==> config.mk <==
export PLATFORM = sky130hd
export DESIGN_NAME = hypercpu_mem_arbiter
export DESIGN_NICKNAME = d
export VERILOG_FILES = /design/src/rtl/hypercpu_mem_arbiter.sv
export SDC_FILE = /design/constraint.sdc
export NUM_CORES = 1
export LEC_CHECK = 0
export CAP_MARGIN = 40
export CORE_MARGIN = 2
export CORE_UTILIZATION = 45
export DETAILED_ROUTE_END_ITERATION = 7
export GPL_TIMING_DRIVEN = 0
export PLACE_DENSITY = 0.95
export SLEW_MARGIN = 10
export SYNTH_ARGS = -nofsm -noshare
export SYNTH_HDL_FRONTEND = slang
export SYNTH_SLANG_ARGS = --single-unit
==> constraint.sdc <==
create_clock -name clk -period 5.3 [get_ports clk]
set_input_delay 0.795 -clock clk [delete_from_list [all_inputs] [get_ports clk]]
set_output_delay 0.795 -clock clk [all_outputs]
set_load 0.01 [all_outputs]
==> src/rtl/hypercpu_mem_arbiter.sv <==
// Purpose : arbitrates a fetch and a data requester onto one shared memory bus with region decode and per-region waits.
// Latency : zero-wait access acks two cycles after the request is sampled in IDLE; each wait cycle adds one.
// Backpr. : requesters hold req/addr/data until their one-cycle ack; a new grant is only made from IDLE.
//
// Ports:
//   clk, reset_n                 - single clock, async active-low reset
//   if_req/if_addr/if_ack        - fetch requester (reads only)
//   d_req/d_we/d_addr/d_wdata/d_ack - data requester
//   rdata, err                   - registered result and error flag, valid with either ack
//   mem_addr/mem_read/mem_write  - shared bus address and data
//   mem_read_enabled/mem_write_enabled/sel - bus strobes and one-hot region select
//
// Build option: define HYPERCPU_ARB_ROUND_ROBIN_EN for round-robin arbitration;
// otherwise the data requester always wins a simultaneous request.
module hypercpu_mem_arbiter #(
  parameter int unsigned RAM_WAIT = 1,
  parameter int unsigned IO_WAIT  = 2
) (
  input  logic        clk,
  input  logic        reset_n,
  input  logic        if_req,
  input  logic [31:0] if_addr,
  output logic        if_ack,
  input  logic        d_req,
  input  logic        d_we,
  input  logic [31:0] d_addr,
  input  logic [31:0] d_wdata,
  output logic        d_ack,
  output logic [31:0] rdata,
  output logic        err,
  output logic [31:0] mem_addr,
  input  logic [31:0] mem_read,
  output logic [31:0] mem_write,
  output logic        mem_read_enabled,
  output logic        mem_write_enabled,
  output logic [3:0]  sel
);

  typedef enum logic [1:0] {
    S_IDLE   = 2'd0,
    S_ACCESS = 2'd1,
    S_RESP   = 2'd2
  } state_t;

  localparam logic [3:0] LP_RAM_WAIT = 4'(RAM_WAIT);
  localparam logic [3:0] LP_IO_WAIT  = 4'(IO_WAIT);

  // One-hot region from the top address byte; zero means unmapped.
  function automatic logic [3:0] f_decode(input logic [31:0] a);
    logic [3:0] s;
    s = 4'b0000;
    case (a[31:24])
      8'h00:   s = 4'b0001;
      8'h01:   s = 4'b0010;
      8'h90:   s = 4'b0100;
      8'hA0:   s = 4'b1000;
      default: s = 4'b0000;
    endcase
    return s;
  endfunction

  state_t      r_state;
  state_t      w_next;

  logic        r_gnt_d;
  logic [31:0] r_addr;
  logic        r_we;
  logic [31:0] r_wdata;
  logic [3:0]  r_sel;
  logic        r_acc_err;
  logic [3:0]  r_cnt;
  logic [31:0] r_rdata;
  logic        r_err;

  logic        w_any_req;
  logic        w_gnt_d;
  logic [31:0] w_addr;
  logic        w_we;
  logic [31:0] w_wdata;
  logic [3:0]  w_sel_dec;
  logic        w_acc_err;
  logic [3:0]  w_wait;
  logic        w_in_access;

  assign w_any_req = if_req | d_req;

`ifdef HYPERCPU_ARB_ROUND_ROBIN_EN
  // Set when fetch was the last requester served; reset value favours data next.
  logic r_last_if;
  assign w_gnt_d = d_req & (~if_req | r_last_if);
`else
  assign w_gnt_d = d_req;
`endif

  assign w_addr    = w_gnt_d ? d_addr : if_addr;
  assign w_we      = w_gnt_d & d_we;
  assign w_wdata   = w_gnt_d ? d_wdata : 32'h0;
  assign w_sel_dec = f_decode(w_addr);
  // Writes into ROM are refused just like unmapped addresses.
  assign w_acc_err = (w_sel_dec == 4'b0000) | (w_we & w_sel_dec[0]);

  always_comb begin
    w_wait = 4'd0;
    if (!w_acc_err) begin
      if (w_sel_dec[1])
        w_wait = LP_RAM_WAIT;
      else if (w_sel_dec[2] | w_sel_dec[3])
        w_wait = LP_IO_WAIT;
    end
  end

  // State register.
  always_ff @(posedge clk or negedge reset_n) begin
    if (!reset_n)
      r_state <= S_IDLE;
    else
      r_state <= w_next;
  end

  // Next-state logic.
  always_comb begin
    w_next = r_state;
    case (r_state)
      S_IDLE:   if (w_any_req) w_next = S_ACCESS;
      S_ACCESS: if (r_cnt == 4'd0) w_next = S_RESP;
      S_RESP:   w_next = S_IDLE;
      default:  w_next = S_IDLE;
    endcase
  end

  // Request latch, wait counter and result registers.
  always_ff @(posedge clk or negedge reset_n) begin
    if (!reset_n) begin
      r_gnt_d   <= 1'b0;
      r_addr    <= 32'h0;
      r_we      <= 1'b0;
      r_wdata   <= 32'h0;
      r_sel     <= 4'b0000;
      r_acc_err <= 1'b0;
      r_cnt     <= 4'd0;
      r_rdata   <= 32'h0;
      r_err     <= 1'b0;
    end else begin
      case (r_state)
        S_IDLE: begin
          if (w_any_req) begin
            r_gnt_d   <= w_gnt_d;
            r_addr    <= w_addr;
            r_we      <= w_we;
            r_wdata   <= w_wdata;
            r_sel     <= w_acc_err ? 4'b0000 : w_sel_dec;
            r_acc_err <= w_acc_err;
            r_cnt     <= w_wait;
          end
        end
        S_ACCESS: begin
          if (r_cnt != 4'd0) begin
            r_cnt <= r_cnt - 4'd1;
          end else begin
            r_err <= r_acc_err;
            if (r_acc_err)
              r_rdata <= 32'h0;
            else if (!r_we)
              r_rdata <= mem_read;
          end
        end
        default: ;
      endcase
    end
  end

`ifdef HYPERCPU_ARB_ROUND_ROBIN_EN
  always_ff @(posedge clk or negedge reset_n) begin
    if (!reset_n)
      r_last_if <= 1'b1;
    else if ((r_state == S_IDLE) && w_any_req)
      r_last_if <= ~w_gnt_d;
  end
`endif

  // Bus outputs are only live during ACCESS; a refused access drives no strobe.
  assign w_in_access       = (r_state == S_ACCESS);
  assign mem_addr          = w_in_access ? r_addr : 32'h0;
  assign sel               = w_in_access ? r_sel : 4'b0000;
  assign mem_read_enabled  = w_in_access & ~r_acc_err & ~r_we;
  assign mem_write_enabled = w_in_access & ~r_acc_err & r_we;
  assign mem_write         = mem_write_enabled ? r_wdata : 32'h0;

  assign if_ack = (r_state == S_RESP) & ~r_gnt_d;
  assign d_ack  = (r_state == S_RESP) & r_gnt_d;
  assign rdata  = r_rdata;
  assign err    = r_err;

endmodule

==> reports/metrics.cfg <==
[floorplan]
floorplan.rows=38
initial_core_util_pct=46.72
die_h_um=110.6
fp.coreArea_mm2=0.01094
die_width_um=110.6
die-area_mm2=0.01222
pin_count=238

[routing]
final_wirelength_um=14690
first_pass_iters=4
dr.max_layer_used=met4
wire_per_inst_um=17.47
via_count=4505
detail_route.drc_violations=0
via_per_inst=5.357
wl_met1_um=5875
met3WireLength_um=1113
dr_wl_met2_um=7250
postRouteAntennaNets=0
drt_iter0_drc=259

[worst_setup_path]
startpoint_type=flip-flop
top_cell_family_by_delay_on_the_critical_path=buffers and inverters
cp_data_arrival_time_ns=2.57
end_kind=output pin
crit_required_ns=4.51
timing.critical_path.buf_inv=3
critical-path-slowest-cell=sky130_fd_sc_hd__clkdlybuf4s50_1
path_common_cell=sky130_fd_sc_hd__clkbuf_1
path_cells=nor2b_1 > clkbuf_1 > clkbuf_1 > and2_1 > clkdlybuf4s50_1
path_class=reg -> out
crit_path_max_fanout=10
critPathMaxStageDelay_ns=0.58

[synth]
mapped_cell_area_mm2=0.005109
synth_enable_flop_cells=0
synth_async_sr_flop_share_pct=100.0
synthFlopType=sky130_fd_sc_hd__dfrtp_1
synth_cell_type_count=49
synth.ff_latch_count=110
mappedNetlistNets=582
yosysWarningCount=0
syn_inst=447
synth-seq-area-share_pct=53.88
synth.avg_cell_area_um2=11.43

[cts]
clock_sinks=110
number_of_hold_buffers_added_after_cts=0
cts_tree=done
cts-root-buf=sky130_fd_sc_hd__clkbuf_16
ctsHtreeMaxLevel=3
worstSkewPairLatency_ns=0.34
post_cts_resized=0
cts.clk_slew.worst_paths_ns=0.07
cts.repair_timing.setup_buffer_count=0
cts_inserted_buffers=9
ctsLongestPathBuffers=2

[finish]
diodes=0
most-common-layout-cells=236 x sky130_fd_sc_hd__clkdlybuf4s50_1, 110 x sky130_fd_sc_hd__dfrtp_1, 69 x sky130_fd_sc_hd__and2_1
layout-drive-gt1-share_pct=7.418
num-nets-final=831
synthToLayoutAreaGrowth_pct=55.84
fill_cells=740
layout.cells.most_common=sky130_fd_sc_hd__clkdlybuf4s50_1

[power]
power.share.clock_pct=18.5
cellLeakagePower_nw=3.492
power.internal_mw=2.263
power.total_mw=3.388
worst_vdd_ir_uv=238.5
power.share.switching_pct=33.21
switching_power_mw=1.125
pwr-share-seq_pct=39.5
power_density_mw_per_mm2=425.5
power_frac_comb_pct=42.0

[sta]
number_of_pins_with_negative_max_slew_slack_in_the_final_report=0
timing.setup.tns_ns=0
post-route-period-util_pct=63.42
max_freq_ghz=0.2975
clock_skew_ns=0.006119
worst_slew_pin_slew_ns=0.6246
rsz0062_at_grt=false
max_slew_headroom_pct=58.04
setup-violations-final=0
layout_min_cycle_time_ns=3.361
number_of_hold_slack_violations_in_the_final_timing_report=0

[global_routing]
grt_pass1_vias=4803
grt.overflow.total=0
maximum_number_of_pins_on_one_net_before_global_route_repair=64
grt_antenna_before_repair=0
global_route.usage.total_pct=24.30
grt_first_pass_wirelength_um=24220

[worst_hold_path]
hp-class=in -> async

[placement]
place.port_buffers=237
globalplace.congestion=0.8690
dp_hpwl_um=11350

[run]
max-cap-violations=0

[outcome]
outcome=completed

## power by group through the flow
stage | clock [mW] | combinational, mW | sequential, mW
3_3_place_gp | 0 | 1.38 | 1.33
5_1_grt | 0.674 | 1.56 | 1.38
6_report | 0.627 | 1.42 | 1.34
3_5_place_dp | 0 | 1.44 | 1.34
2_1_floorplan | 0 | 0.746 | 1.32
4_1_cts | 0.645 | 1.44 | 1.33
## cell usage after synthesis, drive strengths merged, types with 4 or more instances
master / instances / share of area, %
inv: 5 / 0.37
a22o: 65 / 12
nand2: 38 / 2.8
and2: 69 / 8.4
buf: 20 / 2.9
mux2i: 33 / 6.5
nor3: 5 / 0.59
dfrtp: 110 / 54
nor3b: 4 / 0.59
nor4: 4 / 0.78
nor2: 12 / 1.2
o21ai: 36 / 3.8
clkbuf: 13 / 0.96
## worst paths after layout
path / depth (start not counted) / startpoint / to / slack (ns)
setup / recovery: 5 / r_state[0]$_DFFE_PN0P_ / sel[2] / 1.94
hold / removal: 1 / reset_n / r_addr[6]$_DFFE_PN0P_ / 0.37
setup reg to reg: 6 / r_cnt[0]$_DFFE_PN0P_ / rdata[25]$_DFFE_PN0P_ / 3.36
hold reg to reg: 2 / r_addr[20]$_DFFE_PN0P_ / r_addr[20]$_DFFE_PN0P_ / 0.47
max in group asynchronous: 2 / reset_n / r_wdata[29]$_DFFE_PN0P_ / 4.27
min in group clk: 2 / r_addr[20]$_DFFE_PN0P_ / r_addr[20]$_DFFE_PN0P_ / 0.47
## layer usage
metal | track usage, % | vias to the layer above
met5 | 0 | -
met4 | 10.67 | 0
met3 | 5.653 | 36
met2 | 40.98 | 207
met1 | 29.85 | 2178
li1 | - | 2084
## state kept, by name, indices dropped and copies added, names as in the netlist
name / flops
r_acc_err: 1
r_sel: 4
r_we: 1
r_gnt_d: 1
r_wdata: 32
r_addr: 32
r_cnt: 4
rdata: 32
err: 1
r_state: 2
## through the flow
step	worst slack [ns]	util, %	std cells	hold WS, ns	cell area, um2
2_1_floorplan	3.181	-	447	0.4402	5109
3_3_place_gp	-0.5084	70.01	824	0.4528	7656
3_5_place_dp	2.313	70.27	825	0.4620	7685
4_1_cts	1.925	72.80	841	0.3911	7961
5_1_grt	1.785	72.80	841	0.4047	7961
6_report	1.939	72.80	841	0.3704	7961
## cells by family (layout without fill, tap and decap cells)
group / count (synthesis) / after routing / synth area share (%)
and+or+nand+nor: 144 / 144 / 16.26
AOI/OAI and AO/OA: 115 / 115 / 17.68
DFF: 110 / 110 / 53.88
buffers and inverters: 38 / 292 / 4.262
muxes: 35 / 35 / 6.907
xor gates and xnor gates: 3 / 3 / 0.5144
adders and majority gates: 2 / 2 / 0.4898
## final cells by class
cell class	instances	area, um2	area share [%]
clock buffers	11	242.7	3.049
flip-flops and latches	110	2753	34.57
inverters	5	18.77	0.2357
well taps	140	175.2	2.200
clock inverters	5	33.78	0.4243
multi-input cells	299	2138	26.86
plain buffers	33	198.9	2.499
repair buffers	238	2401	30.16
Note: power is estimated with default switching activity, not from simulation.
